--- config.mk ---
export PLATFORM = sky130hd
export DESIGN_NAME = fib_seq_ctrl
export DESIGN_NICKNAME = d
export VERILOG_FILES = /design/src/rtl/fib_seq_ctrl.sv
export SDC_FILE = /design/constraint.sdc
export NUM_CORES = 1
export LEC_CHECK = 0
export CAP_MARGIN = 20
export CORE_ASPECT_RATIO = 1.25
export CORE_MARGIN = 4
export CORE_UTILIZATION = 57
export DETAILED_ROUTE_END_ITERATION = 6
export PLACE_DENSITY = 0.82
export SLEW_MARGIN = 5
export SYNTH_ARGS = -nofsm -noshare
export SYNTH_HDL_FRONTEND = slang
export SYNTH_SLANG_ARGS = --single-unit
--- constraint.sdc ---
create_clock -name clk -period 3 [get_ports clk]
set_clock_uncertainty 0.15 [all_clocks]
set_input_delay 0.6 -clock clk [delete_from_list [all_inputs] [get_ports clk]]
set_output_delay 0.6 -clock clk [all_outputs]
set_load 0.01 [all_outputs]
--- src/rtl/fib_seq_ctrl.sv ---
// ---------------------------------------------------------------------------
// fib_seq_ctrl
//
// Clocked sequencer and consumer for an asynchronous two-phase dual-rail
// Fibonacci ring. The block enables the ring and synchronises its dual-rail
// output word. It waits for every bit to carry a token, decodes the token to
// binary and offers it on a valid/ready result stream. Once the consumer has
// taken the result it returns the two-phase acknowledge. Software asks for
// "N terms" through a command handshake. Between commands the acknowledge is
// withheld, so the ring stalls without losing a token.
//
// Ports
//   clk        system clock
//   rst        asynchronous active-low reset (shared with the ring)
//   cmd_valid  command request
//   cmd_ready  command accepted when cmd_valid && cmd_ready
//   cmd_count  number of terms to deliver (0 = no-op)
//   start      ring enable, held high from the first command until reset
//   ack_o      two-phase acknowledge to the ring
//   out_i      ring dual-rail word, [i][1] = true rail, [i][0] = false rail
//   res_valid  result available
//   res_ready  result consumed when res_valid && res_ready
//   res_data   binary term value
//   res_index  global term index since reset (wraps)
//   res_last   final term of the current command
//   busy       controller not idle
//   wrap_err   sticky: a term was smaller than the term before it
//   rail_err   sticky: both rails of one bit toggled within a token
// ---------------------------------------------------------------------------
module fib_seq_ctrl #(
    parameter int WIDTH       = 32,
    parameter int CNT_W       = 16,
    parameter int SYNC_STAGES = 2,
    parameter int STABLE_CYC  = 2
) (
    input  logic                  clk,
    input  logic                  rst,
    input  logic                  cmd_valid,
    output logic                  cmd_ready,
    input  logic [CNT_W-1:0]      cmd_count,
    output logic                  start,
    output logic                  ack_o,
    input  logic [WIDTH-1:0][1:0] out_i,
    output logic                  res_valid,
    input  logic                  res_ready,
    output logic [WIDTH-1:0]      res_data,
    output logic [CNT_W-1:0]      res_index,
    output logic                  res_last,
    output logic                  busy,
    output logic                  wrap_err,
    output logic                  rail_err
);

    // Stability counter only has to reach STABLE_CYC-1; the capture happens
    // on the cycle that would take it to STABLE_CYC.
    localparam int                STAB_W    = (STABLE_CYC > 1) ? $clog2(STABLE_CYC) : 1;
    localparam logic [STAB_W-1:0] STAB_LAST = STAB_W'(STABLE_CYC - 1);
    localparam logic [CNT_W-1:0]  CNT_ONE   = CNT_W'(1);

    typedef enum logic [1:0] {
        S_IDLE,
        S_WAIT,
        S_HOLD,
        S_ACKWAIT
    } state_e;

    // -----------------------------------------------------------------------
    // Rail synchroniser
    // -----------------------------------------------------------------------
    logic [WIDTH-1:0][1:0] sync_q [SYNC_STAGES];
    logic [WIDTH-1:0][1:0] s;

    // NOTE: sequential state uses non-blocking assignments only, so every
    // flop samples the values from before the clock edge.
    always_ff @(posedge clk or negedge rst) begin
        if (!rst) begin
            // NOTE: the synchroniser array is reset on purpose. After reset it
            // agrees with prev_q (also zero), so no phantom token is seen.
            for (int k = 0; k < SYNC_STAGES; k++) begin
                sync_q[k] <= '0;
            end
        end else begin
            sync_q[0] <= out_i;
            for (int k = 1; k < SYNC_STAGES; k++) begin
                sync_q[k] <= sync_q[k-1];
            end
        end
    end

    assign s = sync_q[SYNC_STAGES-1];

    // -----------------------------------------------------------------------
    // Completion detection and decode against the previous rail state
    // -----------------------------------------------------------------------
    logic [WIDTH-1:0][1:0] prev_q;
    logic [WIDTH-1:0][1:0] s_last_q;
    logic [WIDTH-1:0]      tok;
    logic [WIDTH-1:0]      both;
    logic [WIDTH-1:0]      val;
    logic                  complete;
    logic                  rail_bad;
    logic                  stable_now;

    // NOTE: every combinational output gets a default first, so no path leaves
    // a signal unassigned and no latch is inferred.
    always_comb begin
        tok  = '0;
        both = '0;
        val  = '0;
        for (int i = 0; i < WIDTH; i++) begin
            tok[i]  = (s[i] != prev_q[i]);
            val[i]  = s[i][1] ^ prev_q[i][1];
            both[i] = (s[i][1] ^ prev_q[i][1]) & (s[i][0] ^ prev_q[i][0]);
        end
    end

    assign complete   = &tok;
    assign rail_bad   = |both;
    // A word counts toward stability only if it is complete and identical to
    // the word seen on the previous cycle. Skew and glitches reset the count.
    assign stable_now = complete && (s == s_last_q);

    // -----------------------------------------------------------------------
    // Control FSM with registered outputs
    // -----------------------------------------------------------------------
    state_e              state_q;
    logic                cmd_ready_q;
    logic                start_q;
    logic                ack_q;
    logic                res_valid_q;
    logic [WIDTH-1:0]    res_data_q;
    logic [WIDTH-1:0]    last_term_q;
    logic [CNT_W-1:0]    index_q;
    logic [CNT_W-1:0]    remain_q;
    logic                res_last_q;
    logic                busy_q;
    logic                wrap_q;
    logic                rail_q;
    logic [STAB_W-1:0]   stab_q;

    always_ff @(posedge clk or negedge rst) begin
        if (!rst) begin
            state_q     <= S_IDLE;
            cmd_ready_q <= 1'b0;
            start_q     <= 1'b0;
            ack_q       <= 1'b0;
            res_valid_q <= 1'b0;
            res_data_q  <= '0;
            last_term_q <= '0;
            index_q     <= '0;
            remain_q    <= '0;
            res_last_q  <= 1'b0;
            busy_q      <= 1'b0;
            wrap_q      <= 1'b0;
            rail_q      <= 1'b0;
            stab_q      <= '0;
            prev_q      <= '0;
            s_last_q    <= '0;
        end else begin
            s_last_q <= s;

            case (state_q)
                S_IDLE: begin
                    cmd_ready_q <= 1'b1;
                    if (cmd_valid && cmd_ready_q) begin
                        // start is set even by a zero-count command and never
                        // drops, so the ring never sees a spurious ack edge.
                        start_q <= 1'b1;
                        if (cmd_count != '0) begin
                            remain_q    <= cmd_count;
                            stab_q      <= '0;
                            cmd_ready_q <= 1'b0;
                            busy_q      <= 1'b1;
                            state_q     <= S_WAIT;
                        end
                    end
                end

                S_WAIT: begin
                    if (rail_bad) begin
                        rail_q <= 1'b1;
                    end
                    if (stable_now) begin
                        if (stab_q == STAB_LAST) begin
                            res_data_q  <= val;
                            res_valid_q <= 1'b1;
                            res_last_q  <= (remain_q == CNT_ONE);
                            state_q     <= S_HOLD;
                        end else begin
                            stab_q <= stab_q + STAB_W'(1);
                        end
                    end else begin
                        stab_q <= '0;
                    end
                end

                S_HOLD: begin
                    if ((index_q != '0) && (res_data_q < last_term_q)) begin
                        wrap_q <= 1'b1;
                    end
                    if (res_ready) begin
                        // The ring is stalled on this token, so s still holds
                        // it and becomes the reference for the next one.
                        prev_q      <= s;
                        ack_q       <= ~ack_q;
                        index_q     <= index_q + CNT_ONE;
                        remain_q    <= remain_q - CNT_ONE;
                        last_term_q <= res_data_q;
                        stab_q      <= '0;
                        res_valid_q <= 1'b0;
                        res_last_q  <= 1'b0;
                        if (remain_q > CNT_ONE) begin
                            state_q <= S_ACKWAIT;
                        end else begin
                            cmd_ready_q <= 1'b1;
                            busy_q      <= 1'b0;
                            state_q     <= S_IDLE;
                        end
                    end
                end

                S_ACKWAIT: begin
                    // One cycle for prev_q to settle before the next token is
                    // compared against it.
                    state_q <= S_WAIT;
                end

                default: begin
                    state_q <= S_IDLE;
                end
            endcase
        end
    end

    assign cmd_ready = cmd_ready_q;
    assign start     = start_q;
    assign ack_o     = ack_q;
    assign res_valid = res_valid_q;
    assign res_data  = res_data_q;
    assign res_index = index_q;
    assign res_last  = res_last_q;
    assign busy      = busy_q;
    assign wrap_err  = wrap_q;
    assign rail_err  = rail_q;

endmodule

==> metrics, run 1 <==
status completed; Final Hold Fails 0; Antenna Cells 0; Max Buffers Root-to-Sink 3; DIE HEIGHT between 150 and 200 µm; Worst R2R Setup Slack between 0.15 and 0.2 ns; CP Capture Type flip-flop; final WL between 30 and 40 mm; Overall Power roughly 0.010 W; setup TNS 0 ns; first drt pass iteration count 5; area leader, netlist dfrtp_1; flops & latches, synth roughly 360; Worst EP required 3.24 ns; number of port buffers between 100 and 150; area added between synthesis and finish 23.6%; r2r endpoint res_data[25]; num rows 64; vias in the first global route between 10000 and 15000; initial antenna violation count 0; die area approximately 0.028 mm²; via count about 9600; Distinct cells, synth 53; fraction of registers with async set/reset between 90% and 100%; Ys Warns 0; count leader, synth dfrtp_1; crit-path most repeated cell buf_4; Routability Congestion 0.902; Hold Path Stages 0; Cells after DPL 1672; WL/cell approximately 19 µm; static leakage power 8.55 nW; final std cells w/o fill 1735; Syn Nets between 1000 and 1500; Std-Cell Core Area 0.0245 mm²; fin nets approximately 1500; layout cell share with drive strength beyond 1 9.96%; Post-CTS Resized 0; sequential area share after synthesis between 60% and 70%; f_max between 0.3 and 0.4 GHz; Min-Delay Endpoint s[1]; max-cap viol count 0; htree depth 2; most area-consuming cells after synthesis dfrtp_1 64%, nand2_1 6.4%, xnor2_1 4.7%; grt total ovfl 0; r2r startpoint s[13]; hpwl dp 23.5 mm; largest net degree at the start of global routing 92; CTS sink cnt 363; Mean Syn Cell Area ~12 µm²; FF-to-FF path depth 8; Slew Viols, Final 0; GRT Total Usage between 20% and 30%; critical path peak fanout 10; RSZ-0062 raised after global routing false; Power Dens Cells 576 mW/mm²; clock root buffer clkbuf_16; Worst-Margin Slew 0.689 ns; synth cell count leaders 363 x dfrtp_1, 243 x nand2_1, 76 x xnor2_1, 68 x xor2_1, 53 x o21ai_0; first-pass GRT wire length between 50 and 60 mm; DIE WIDTH 149 µm; Clock transition at path regs roughly 0.070 ns; Synth top area share 64.0%; beginning of the worst hold path sync_q[65]; cts bufs inserted 35; Syn Inst Count 1186; final setup fails 0; critical path's largest stage delay 0.48 ns; period utilization between 90% and 100%; Initial Util between 50 and 60%; Clk Latency, worst-skew pair between 0.5 and 0.6 ns; crit path DAT just over 3 ns; post-CTS setup buffer count 0; Setup Crit Path Kind reg2reg; CP startpoint kind flip-flop; worst-path cell with the longest stage delay dfrtp_1; worst hold path type reg2reg; relative slew slack 54.1%; Worst IR Drop VDD just over 0.0006 V; CTS tree built; Routed Antenna Nets 0; DRC viols 0; CP cell instances xor2_1 > o22ai_1 > nor4_1 > nand4_1 > buf_4 > nor4_4 > buf_4 > mux2_2; drt via density 5.53; delay-heaviest family, CP simple AND/OR/NAND/NOR gates; Ports between 100 and 150; Final Critical Period roughly 2.8 ns; mapped cell area between 0.01 and 0.015 mm²; DR iter-0 viols 604; CP bufs+invs 2; Post-synth EDFFs 0; dominant synthesized flop cell dfrtp_1
## state kept, by name, indices dropped and copies added, names as in the netlist, 2 cells and up
| name | count |
|---|---|
| prev_q | 64 |
| s_last_q | 64 |
| remain_q | 16 |
| s | 64 |
| last_term_q | 32 |
| state_q | 2 |
| res_data | 32 |
| sync_q | 64 |
| res_index | 16 |
## cell type report
| class | instances | area [µm²] |
|---|---|---|
| Clock buffer | 47 | 992 |
| Clock inverter | 15 | 205 |
| Fill cell | 1674 | 6960 |
| Inverter | 45 | 169 |
| Multi-Input combinational cell | 746 | 4810 |
| Sequential cell | 363 | 9080 |
| Tap cell | 330 | 413 |
| Timing Repair Buffer | 189 | 1870 |
## worst max path at each step
stage,slack [ns],cells past startpoint,end,start
after floorplan,0.56,7,res_data[10],s[43]
after global placement,0.13,7,state_q[1],cmd_count[11]
after detailed placement,0.06,7,remain_q[7],cmd_count[11]
after CTS,0.19,8,res_data[25],s[29]
after global routing,0.09,8,res_data[25],s[29]
final,0.17,8,res_data[25],s[13]
## metal layers
layer	wire length [µm]	part of all wire (%)	GRT usage, %	up-vias
met2	17100	51	43.9	308
met3	1730	5.2	4.35	83
met5	0	0	0	-
li1	-	-	-	4406
met1	13200	39	30.3	4795
met4	1440	4.3	10.4	0
## report_power, final
group	switching, W	internal, W
Sequential	0.000107	0.00503
Clock	0.00182	0.00269
Combinational	0.000242	0.000227
## cell families (layout without fill, tap and decap cells)
family | after synthesis | in the layout | share of synthesized area [%]
and+or+nand+nor | 368 | 368 | 11.7
DFF | 363 | 363 | 64.0
AOI/OAI and AO/OA | 162 | 162 | 7.19
xor gates and xnor gates | 144 | 144 | 8.88
buffers and inverters | 77 | 296 | 2.19
adders and majority gates | 39 | 39 | 3.44
muxes | 33 | 33 | 2.61
## metrics by stage
| stage | hold WS, ns | util (%) | area [µm²] | worst slack [ns] |
|---|---|---|---|---|
| 5_1_grt | 0.198 | 71.6 | 17500 | 0.0875 |
| 4_1_cts | 0.195 | 71.6 | 17500 | 0.193 |
| 3_3_place_gp | 0.182 | 66.7 | 16300 | 0.128 |
| 2_1_floorplan | 0.154 | - | 14200 | 0.559 |
| 3_5_place_dp | 0.185 | 66.7 | 16300 | 0.0634 |
| 6_report | 0.192 | 71.6 | 17500 | 0.168 |
## cells in the final DEF (no fill, tap or decap), types with 32 or more instances in the layout
cell type          n
buf_4             41
ha_1              39
nand4_1           32
clkdlybuf4s50_1  138
xor2_1            68
nand2_1          242
xnor2_1           76
inv_1             45
clkbuf_16         36
dfrtp_1          363
o21ai_0           53
## worst register-to-register path, stage by stage (launching register included)
cell,delay (ns)
dfrtp_1,0.48
xor2_1,0.38
o22ai_1,0.14
nor4_1,0.35
nand4_1,0.14
buf_4,0.16
nor4_4,0.29
buf_4,0.25
mux2_2,0.36
## what timing repair did
item | in CTS | in global routing
endpoints found under the setup margin | 0 | 0
hold buffers | 1 | 0
hold endpoints to repair | 64 | 0
Power figures use the tool's default switching activity.
==> run 2, diff against run 1 <==
- CAP_MARGIN: 20 -> default
- SLEW_MARGIN: 5 -> default
==> results of run 2 <==
No change in the layout: final DEF, timing and power equal those of run 1.
